`src/rtl/mem_intf_arbiter_pkg.sv`:
```
// rtl/mem_intf_arbiter_pkg.sv - message layouts and helpers shared by the memory port arbiter
`ifndef MEM_INTF_ARBITER_PKG_SV
`define MEM_INTF_ARBITER_PKG_SV

`define MEM_REQ_T(OB) struct packed { logic op; logic [(OB)-1:0] opaq; logic [31:0] addr; logic [31:0] data; }
`define MEM_RESP_T(OB) struct packed { logic op; logic [(OB)-1:0] opaq; logic [31:0] data; }

package mem_intf_arbiter_pkg;

  localparam logic MEM_OP_READ  = 1'b0;
  localparam logic MEM_OP_WRITE = 1'b1;

  // The requester ID sits just above the requester's own opaque field.
  function automatic int id_bit_pos(input int opaq_bits);
    return opaq_bits;
  endfunction

endpackage

`endif

```
`src/rtl/mem_intf_arbiter_rr_grant.sv`:
```
// rtl/mem_intf_arbiter_rr_grant.sv - round-robin grant with locking while the memory port stalls
module mem_intf_arbiter_rr_grant (
  input  logic clk,
  input  logic rst,
  input  logic req0_val,
  input  logic req1_val,
  input  logic mem_req_val,
  input  logic mem_req_rdy,
  output logic grant,
  output logic lock
);

  logic prio_q, prio_d;
  logic lock_q, lock_d;
  logic lock_id_q, lock_id_d;

  always_comb begin
    if (lock_q)                    grant = lock_id_q;
    else if (req0_val && req1_val) grant = prio_q;
    else if (req0_val)             grant = 1'b0;
    else if (req1_val)             grant = 1'b1;
    else                           grant = prio_q;
  end

  // A stalled request pins the grant so val/msg stay stable until it is taken.
  always_comb begin
    prio_d    = prio_q;
    lock_d    = lock_q;
    lock_id_d = lock_id_q;
    if (mem_req_val && mem_req_rdy) begin
      prio_d = ~grant;
      lock_d = 1'b0;
    end else if (mem_req_val) begin
      lock_d    = 1'b1;
      lock_id_d = grant;
    end
  end

  always_ff @(posedge clk or negedge rst) begin
    if (!rst) begin
      prio_q    <= 1'b0;
      lock_q    <= 1'b0;
      lock_id_q <= 1'b0;
    end else begin
      prio_q    <= prio_d;
      lock_q    <= lock_d;
      lock_id_q <= lock_id_d;
    end
  end

  assign lock = lock_q;

endmodule

```
`src/rtl/mem_intf_arbiter.sv`:
```
// rtl/mem_intf_arbiter.sv - two-requester arbiter sharing one memory port with tag-routed responses
module mem_intf_arbiter
  import mem_intf_arbiter_pkg::*;
#(
  parameter int p_opaq_bits       = 8,
  parameter int p_max_outstanding = 4
) (
  input  logic                   clk,
  input  logic                   rst,
  input  logic                   req0_val,
  output logic                   req0_rdy,
  input  logic [p_opaq_bits+64:0] req0_msg,
  input  logic                   req1_val,
  output logic                   req1_rdy,
  input  logic [p_opaq_bits+64:0] req1_msg,
  output logic                   resp0_val,
  input  logic                   resp0_rdy,
  output logic [p_opaq_bits+32:0] resp0_msg,
  output logic                   resp1_val,
  input  logic                   resp1_rdy,
  output logic [p_opaq_bits+32:0] resp1_msg,
  output logic                   mem_req_val,
  input  logic                   mem_req_rdy,
  output logic [p_opaq_bits+65:0] mem_req_msg,
  input  logic                   mem_resp_val,
  output logic                   mem_resp_rdy,
  input  logic [p_opaq_bits+33:0] mem_resp_msg
);

  localparam int CW     = $clog2(p_max_outstanding + 1);
  localparam int ID_BIT = id_bit_pos(p_opaq_bits);

  typedef `MEM_REQ_T(p_opaq_bits)    req_t;
  typedef `MEM_REQ_T(p_opaq_bits+1)  mreq_t;
  typedef `MEM_RESP_T(p_opaq_bits)   resp_t;
  typedef `MEM_RESP_T(p_opaq_bits+1) mresp_t;

  logic [CW-1:0] cnt_q, cnt_d;
  logic          grant, lock, full, resp_id, req_fire, resp_fire;
  req_t          sel_req;
  mreq_t         fwd_req;
  mresp_t        mem_resp;
  resp_t         ret_resp;

  mem_intf_arbiter_rr_grant u_grant (
    .clk         (clk),
    .rst         (rst),
    .req0_val    (req0_val),
    .req1_val    (req1_val),
    .mem_req_val (mem_req_val),
    .mem_req_rdy (mem_req_rdy),
    .grant       (grant),
    .lock        (lock)
  );

  // Handshake outputs are gated by rst so they drop the moment reset asserts.
  always_comb begin
    full         = (cnt_q == CW'(p_max_outstanding));
    sel_req      = grant ? req1_msg : req0_msg;
    fwd_req.op   = sel_req.op;
    fwd_req.opaq = {grant, sel_req.opaq};
    fwd_req.addr = sel_req.addr;
    fwd_req.data = sel_req.data;
    mem_req_msg  = fwd_req;
    mem_req_val  = rst && !full && (grant ? req1_val : req0_val);
    req0_rdy     = rst && mem_req_rdy && !full && !grant;
    req1_rdy     = rst && mem_req_rdy && !full && grant;

    mem_resp      = mem_resp_msg;
    resp_id       = mem_resp.opaq[ID_BIT];
    ret_resp.op   = mem_resp.op;
    ret_resp.opaq = mem_resp.opaq[p_opaq_bits-1:0];
    ret_resp.data = mem_resp.data;
    resp0_msg     = ret_resp;
    resp1_msg     = ret_resp;
    resp0_val     = rst && mem_resp_val && !resp_id;
    resp1_val     = rst && mem_resp_val && resp_id;
    mem_resp_rdy  = rst && (resp_id ? resp1_rdy : resp0_rdy);

    req_fire  = mem_req_val && mem_req_rdy;
    resp_fire = mem_resp_val && mem_resp_rdy;
    cnt_d     = cnt_q;
    if (req_fire && !resp_fire)
      cnt_d = cnt_q + 1'b1;
    else if (!req_fire && resp_fire && cnt_q != '0)
      cnt_d = cnt_q - 1'b1;
  end

  always_ff @(posedge clk or negedge rst) begin
    if (!rst) begin
      cnt_q <= '0;
    end else begin
      cnt_q <= cnt_d;
      assert (!(resp_fire && cnt_q == '0));
    end
  end

  function automatic string trace(input int level);
    string s;
    s = $sformatf("g%0d %s o%0d %s%s%s%s", grant, lock ? "L" : "-", cnt_q,
                  (req0_val && req0_rdy) ? "q0" : "..", (req1_val && req1_rdy) ? "q1" : "..",
                  (resp0_val && resp0_rdy) ? "r0" : "..", (resp1_val && resp1_rdy) ? "r1" : "..");
    if (level > 1)
      s = {s, (fwd_req.op == MEM_OP_WRITE) ? " wr" : ((fwd_req.op == MEM_OP_READ) ? " rd" : " ??")};
    return s;
  endfunction

endmodule

```
`config.mk`:
```
export PLATFORM = sky130hd
export DESIGN_NAME = mem_intf_arbiter
export DESIGN_NICKNAME = d
export VERILOG_FILES = /design/src/rtl/mem_intf_arbiter_pkg.sv /design/src/rtl/mem_intf_arbiter_rr_grant.sv /design/src/rtl/mem_intf_arbiter.sv
export SDC_FILE = /design/constraint.sdc
export NUM_CORES = 1
export LEC_CHECK = 0
export CORE_AREA = 2 2 140 142
export CTS_BUF_LIST = sky130_fd_sc_hd__clkbuf_8
export CTS_CLUSTER_SIZE = 16
export DETAILED_ROUTE_END_ITERATION = 10
export DIE_AREA = 0 0 142 144
export GPL_ROUTABILITY_DRIVEN = 0
export PLACE_DENSITY = 0.48
export SLEW_MARGIN = 20
export SYNTH_ARGS = -nofsm -noshare
export SYNTH_HDL_FRONTEND = slang
export SYNTH_HIERARCHICAL = 1
export SYNTH_SLANG_ARGS = --single-unit
```
`constraint.sdc`:
```
create_clock -name clk -period 2.9 [get_ports clk]
set_input_delay 0.435 -clock clk [delete_from_list [all_inputs] [get_ports clk]]
set_output_delay 0.435 -clock clk [all_outputs]
set_load 0.02 [all_outputs]
```
==> flow_summary_export.csv <==
group,metric,value,unit
outcome,outcome,"finished, final reports clean",
yosys,syn_nets,406,
place,placed_area,3980,sq um
critical_path,cp.required,2.47,ns
clock_tree,cts_max_level,1,
floorplanning,coreArea,19100,sq um
place,dp_hpwl,8570,um
critical_path,critical_path.slowest_cell,"clkdlybuf4s50_1",
finish,drive_gt1_share,27.2,%
clock_tree,postCtsSetupBuffers,0,
yosys,synth_top_area_cell,"mux2_2",
pwr,p_leak,1.59,nW
clock_tree,cts.sinks,6,
critical_path,cp_num_cells,6,
floorplanning,num_io_pins,358,
routing,first_pass_iters,4,
clock_tree,cts_tree,"yes",
timing,period_share,97.0,%
yosys,syn_area,1910,sq um
timing,drv_slew,0,
global_routing,track_usage,8.54,%
timing,setup_viol,0,
yosys,synth_area_per_cell,9.15,sq um
critical_path,crit_end,"mem_req_msg[69]",
yosys,synth_cells,209,
yosys,synth-seq-cells,6,
routing,viasPerCell,3.49,
critical_path,r2r-start,"u_grant/prio_q",
critical_path,cp_max_fo,28,
critical_path,critical_path_buf_inv_count,3,
floorplanning,die-area,20400,sq um
clock_tree,clk_latency,0.22,ns
critical_path,critical_path.top_delay_family,"buffers and inverters",
critical_path,r2r_cells,7,
finish,area_growth_syn_to_layout,110,%
timing,tightest_slew,0.394,ns
floorplanning,core.rowCount,51,
yosys,synthDistinctLibCells,31,
yosys,synth_area_leaders,"mux2_2 (45%), buf_4 (33%), dfrtp_1 (7.9%)",
yosys,yosysWarnings,6,
routing,vias,2100,
clock_tree,cts-buffers-inserted,3,
yosys,async_reset_ff_share,100,%
yosys,yosysSeqAreaShare,7.85,%
floorplanning,die_y,144,um
global_routing,overflow,0,
routing,wire_per_inst,17.1,um
critical_path,crit_chain,"clkdlybuf4s50_1 -> maj3_2 -> mux2_4 -> buf_12 -> mux2_2 -> dlygate4sd2_1",
yosys,synth_top_area_share,44.8,%
routing,drtAntennaViolNets,0,
timing,hold_violations,0,
clock_tree,cts.clk_slew.worst_paths,0.03,ns
min_path,hold_path_class,"flop to flop",
critical_path,rrSetupSlack,0.37,ns
critical_path,startpoint_type,"input pin",
finish,nets,563,
yosys,synth.most_common_cell,"buf_4",
routing,finalWirelength,10300,um
finish,antennaDiodeCount,0,
timing,fin_worst_skew,0.00228,ns
critical_path,cp-end-kind,"output pin",
finish,postLayoutCellArea,4010,sq um
global_routing,grt_max_degree,49,
yosys,ys.flop_type,"dfrtp_1",
routing,dr.first_iter.drc_count,58,
clock_tree,root_buffer,"clkbuf_8",
floorplanning,die_width,142,um
clock_tree,clockBufferDepth,2,
critical_path,cp_slowest_stage_delay,0.44,ns
global_routing,grt_pass1_wl,13100,um
yosys,yosys-top-cells-count,"buf_4 (83), mux2_2 (76), dfrtp_1 (6)",
timing,max_freq,0.355,GHz
yosys,synth_edf_count,0,
critical_path,critical_path_class,"input pin to output pin",
pwr,ir_worst_vdd,344,uV
place,portBuffers,234,
floorplanning,initial_core_util,10.0,%
global_routing,antenna_found_initial,0,
run,max-cap-violations,0,
global_routing,grt_pass1_vias,2272,
critical_path,rr_endpoint,"cnt_q[2]",
routing,drc_errors,0,
critical_path,crit_arrival,2.38,ns
pwr,pwr_density_cell,709,nW/um^2
timing,relSlewSlack,73.0,%
timing,period_needed,2.81,ns
timing,grt_setup_unrepaired,"false",
timing,hold_slack,0.516,ns
critical_path,startpoint,"req1_val",
==> report_power, final <==
group	switching, W	leakage, nW	internal [W]	total (W)
Sequential	0.0000560	0.0725	0.000125	0.000181
Combinational	0.00124	1.49	0.00130	0.00254
Clock	0.0000319	0.0216	0.0000888	0.000121
==> worst min-delay path: stages, from the launching register on <==
cell,delay (ns)
dfrtp_1,0.35
a21oi_1,0.07
o31ai_1,0.06
==> through the flow <==
| stage | std cells | util [%] | setup WS [ns] | total power (W) | TNS (ns) |
|---|---|---|---|---|---|
| after floorplan | 209 | - | 0.284 | 0.00180 | 0 |
| after global placement | 597 | 20.9 | -0.277 | 0.00287 | -14.16 |
| after detailed placement | 597 | 20.9 | -0.286 | 0.00287 | -15.53 |
| after CTS | 600 | 20.7 | 0.000627 | 0.00274 | 0 |
| after global routing | 602 | 21.0 | 0.0132 | 0.00303 | 0 |
| final | 602 | 21.0 | 0.0864 | 0.00284 | 0 |
==> cells by family (layout without fill, tap and decap cells) <==
| family | Yosys count | in the layout | share of synthesized area (%) |
|---|---|---|---|
| adder cells (fa/ha/maj) | 2 | 2 | 1.64 |
| flip-flops | 6 | 6 | 7.85 |
| multiplexers | 78 | 78 | 45.8 |
| AO/OA/AOI/OAI | 8 | 8 | 3.14 |
| buffers and inverters | 93 | 248 | 34.6 |
| AND/OR/NAND/NOR | 22 | 22 | 7.00 |
==> repair_timing <==
item | CTS | global route
pin swaps | 0 | 1
cloned | 0 | 2
hold buffers | 0 | 0
gates resized for setup | 90 | 10
setup endpoints to repair | 77 | 59
==> worst min path at each step <==
stage	start	endpoint	slack [ns]	depth (start not counted)
2_1_floorplan	rst	cnt_q[0]	0.14	0
3_3_place_gp	u_grant/prio_q	u_grant/prio_q	0.50	2
3_5_place_dp	u_grant/prio_q	u_grant/prio_q	0.51	2
4_1_cts	u_grant/prio_q	u_grant/prio_q	0.52	2
5_1_grt	u_grant/prio_q	u_grant/prio_q	0.54	2
6_report	u_grant/prio_q	u_grant/prio_q	0.52	2
==> cell usage in the layout (no fill, tap or decap), drive strengths merged, types with 2 or more instances in the layout <==
master,n
clkdlybuf4s50,157
mux2,76
dlygate4sd2,62
clkdlybuf4s15,13
buf,9
dfrtp,6
nand2,4
nor2,4
clkbuf,4
and3,3
mux2i,2
o21a,2
inv,2
or3b,2
==> layer usage <==
layer / vias to the layer above / global-route usage [%] / wire length (um)
li1: 956 / - / -
met1: 945 / 9.78 / 3990
met2: 175 / 15.1 / 5120
met3: 24 / 3.34 / 1050
met4: 0 / 1.79 / 115
met5: - / 0 / 0
==> state kept, by name, summed over array words and instances, names as in the netlist <==
signal / flops
u_grant/lock_id_q: 1
cnt_q: 3
u_grant/prio_q: 1
u_grant/lock: 1
==> area by class of cell <==
type / count / area (sq um)
Fill cell: 2099 / 15100
Inverter: 2 / 7.51
Timing Repair Buffer: 243 / 2390
Multi-Input combinational cell: 110 / 1130
Sequential cell: 6 / 150
Clock buffer: 3 / 41.3
Tap cell: 238 / 298
Note: power is estimated with default switching activity, not from simulation.
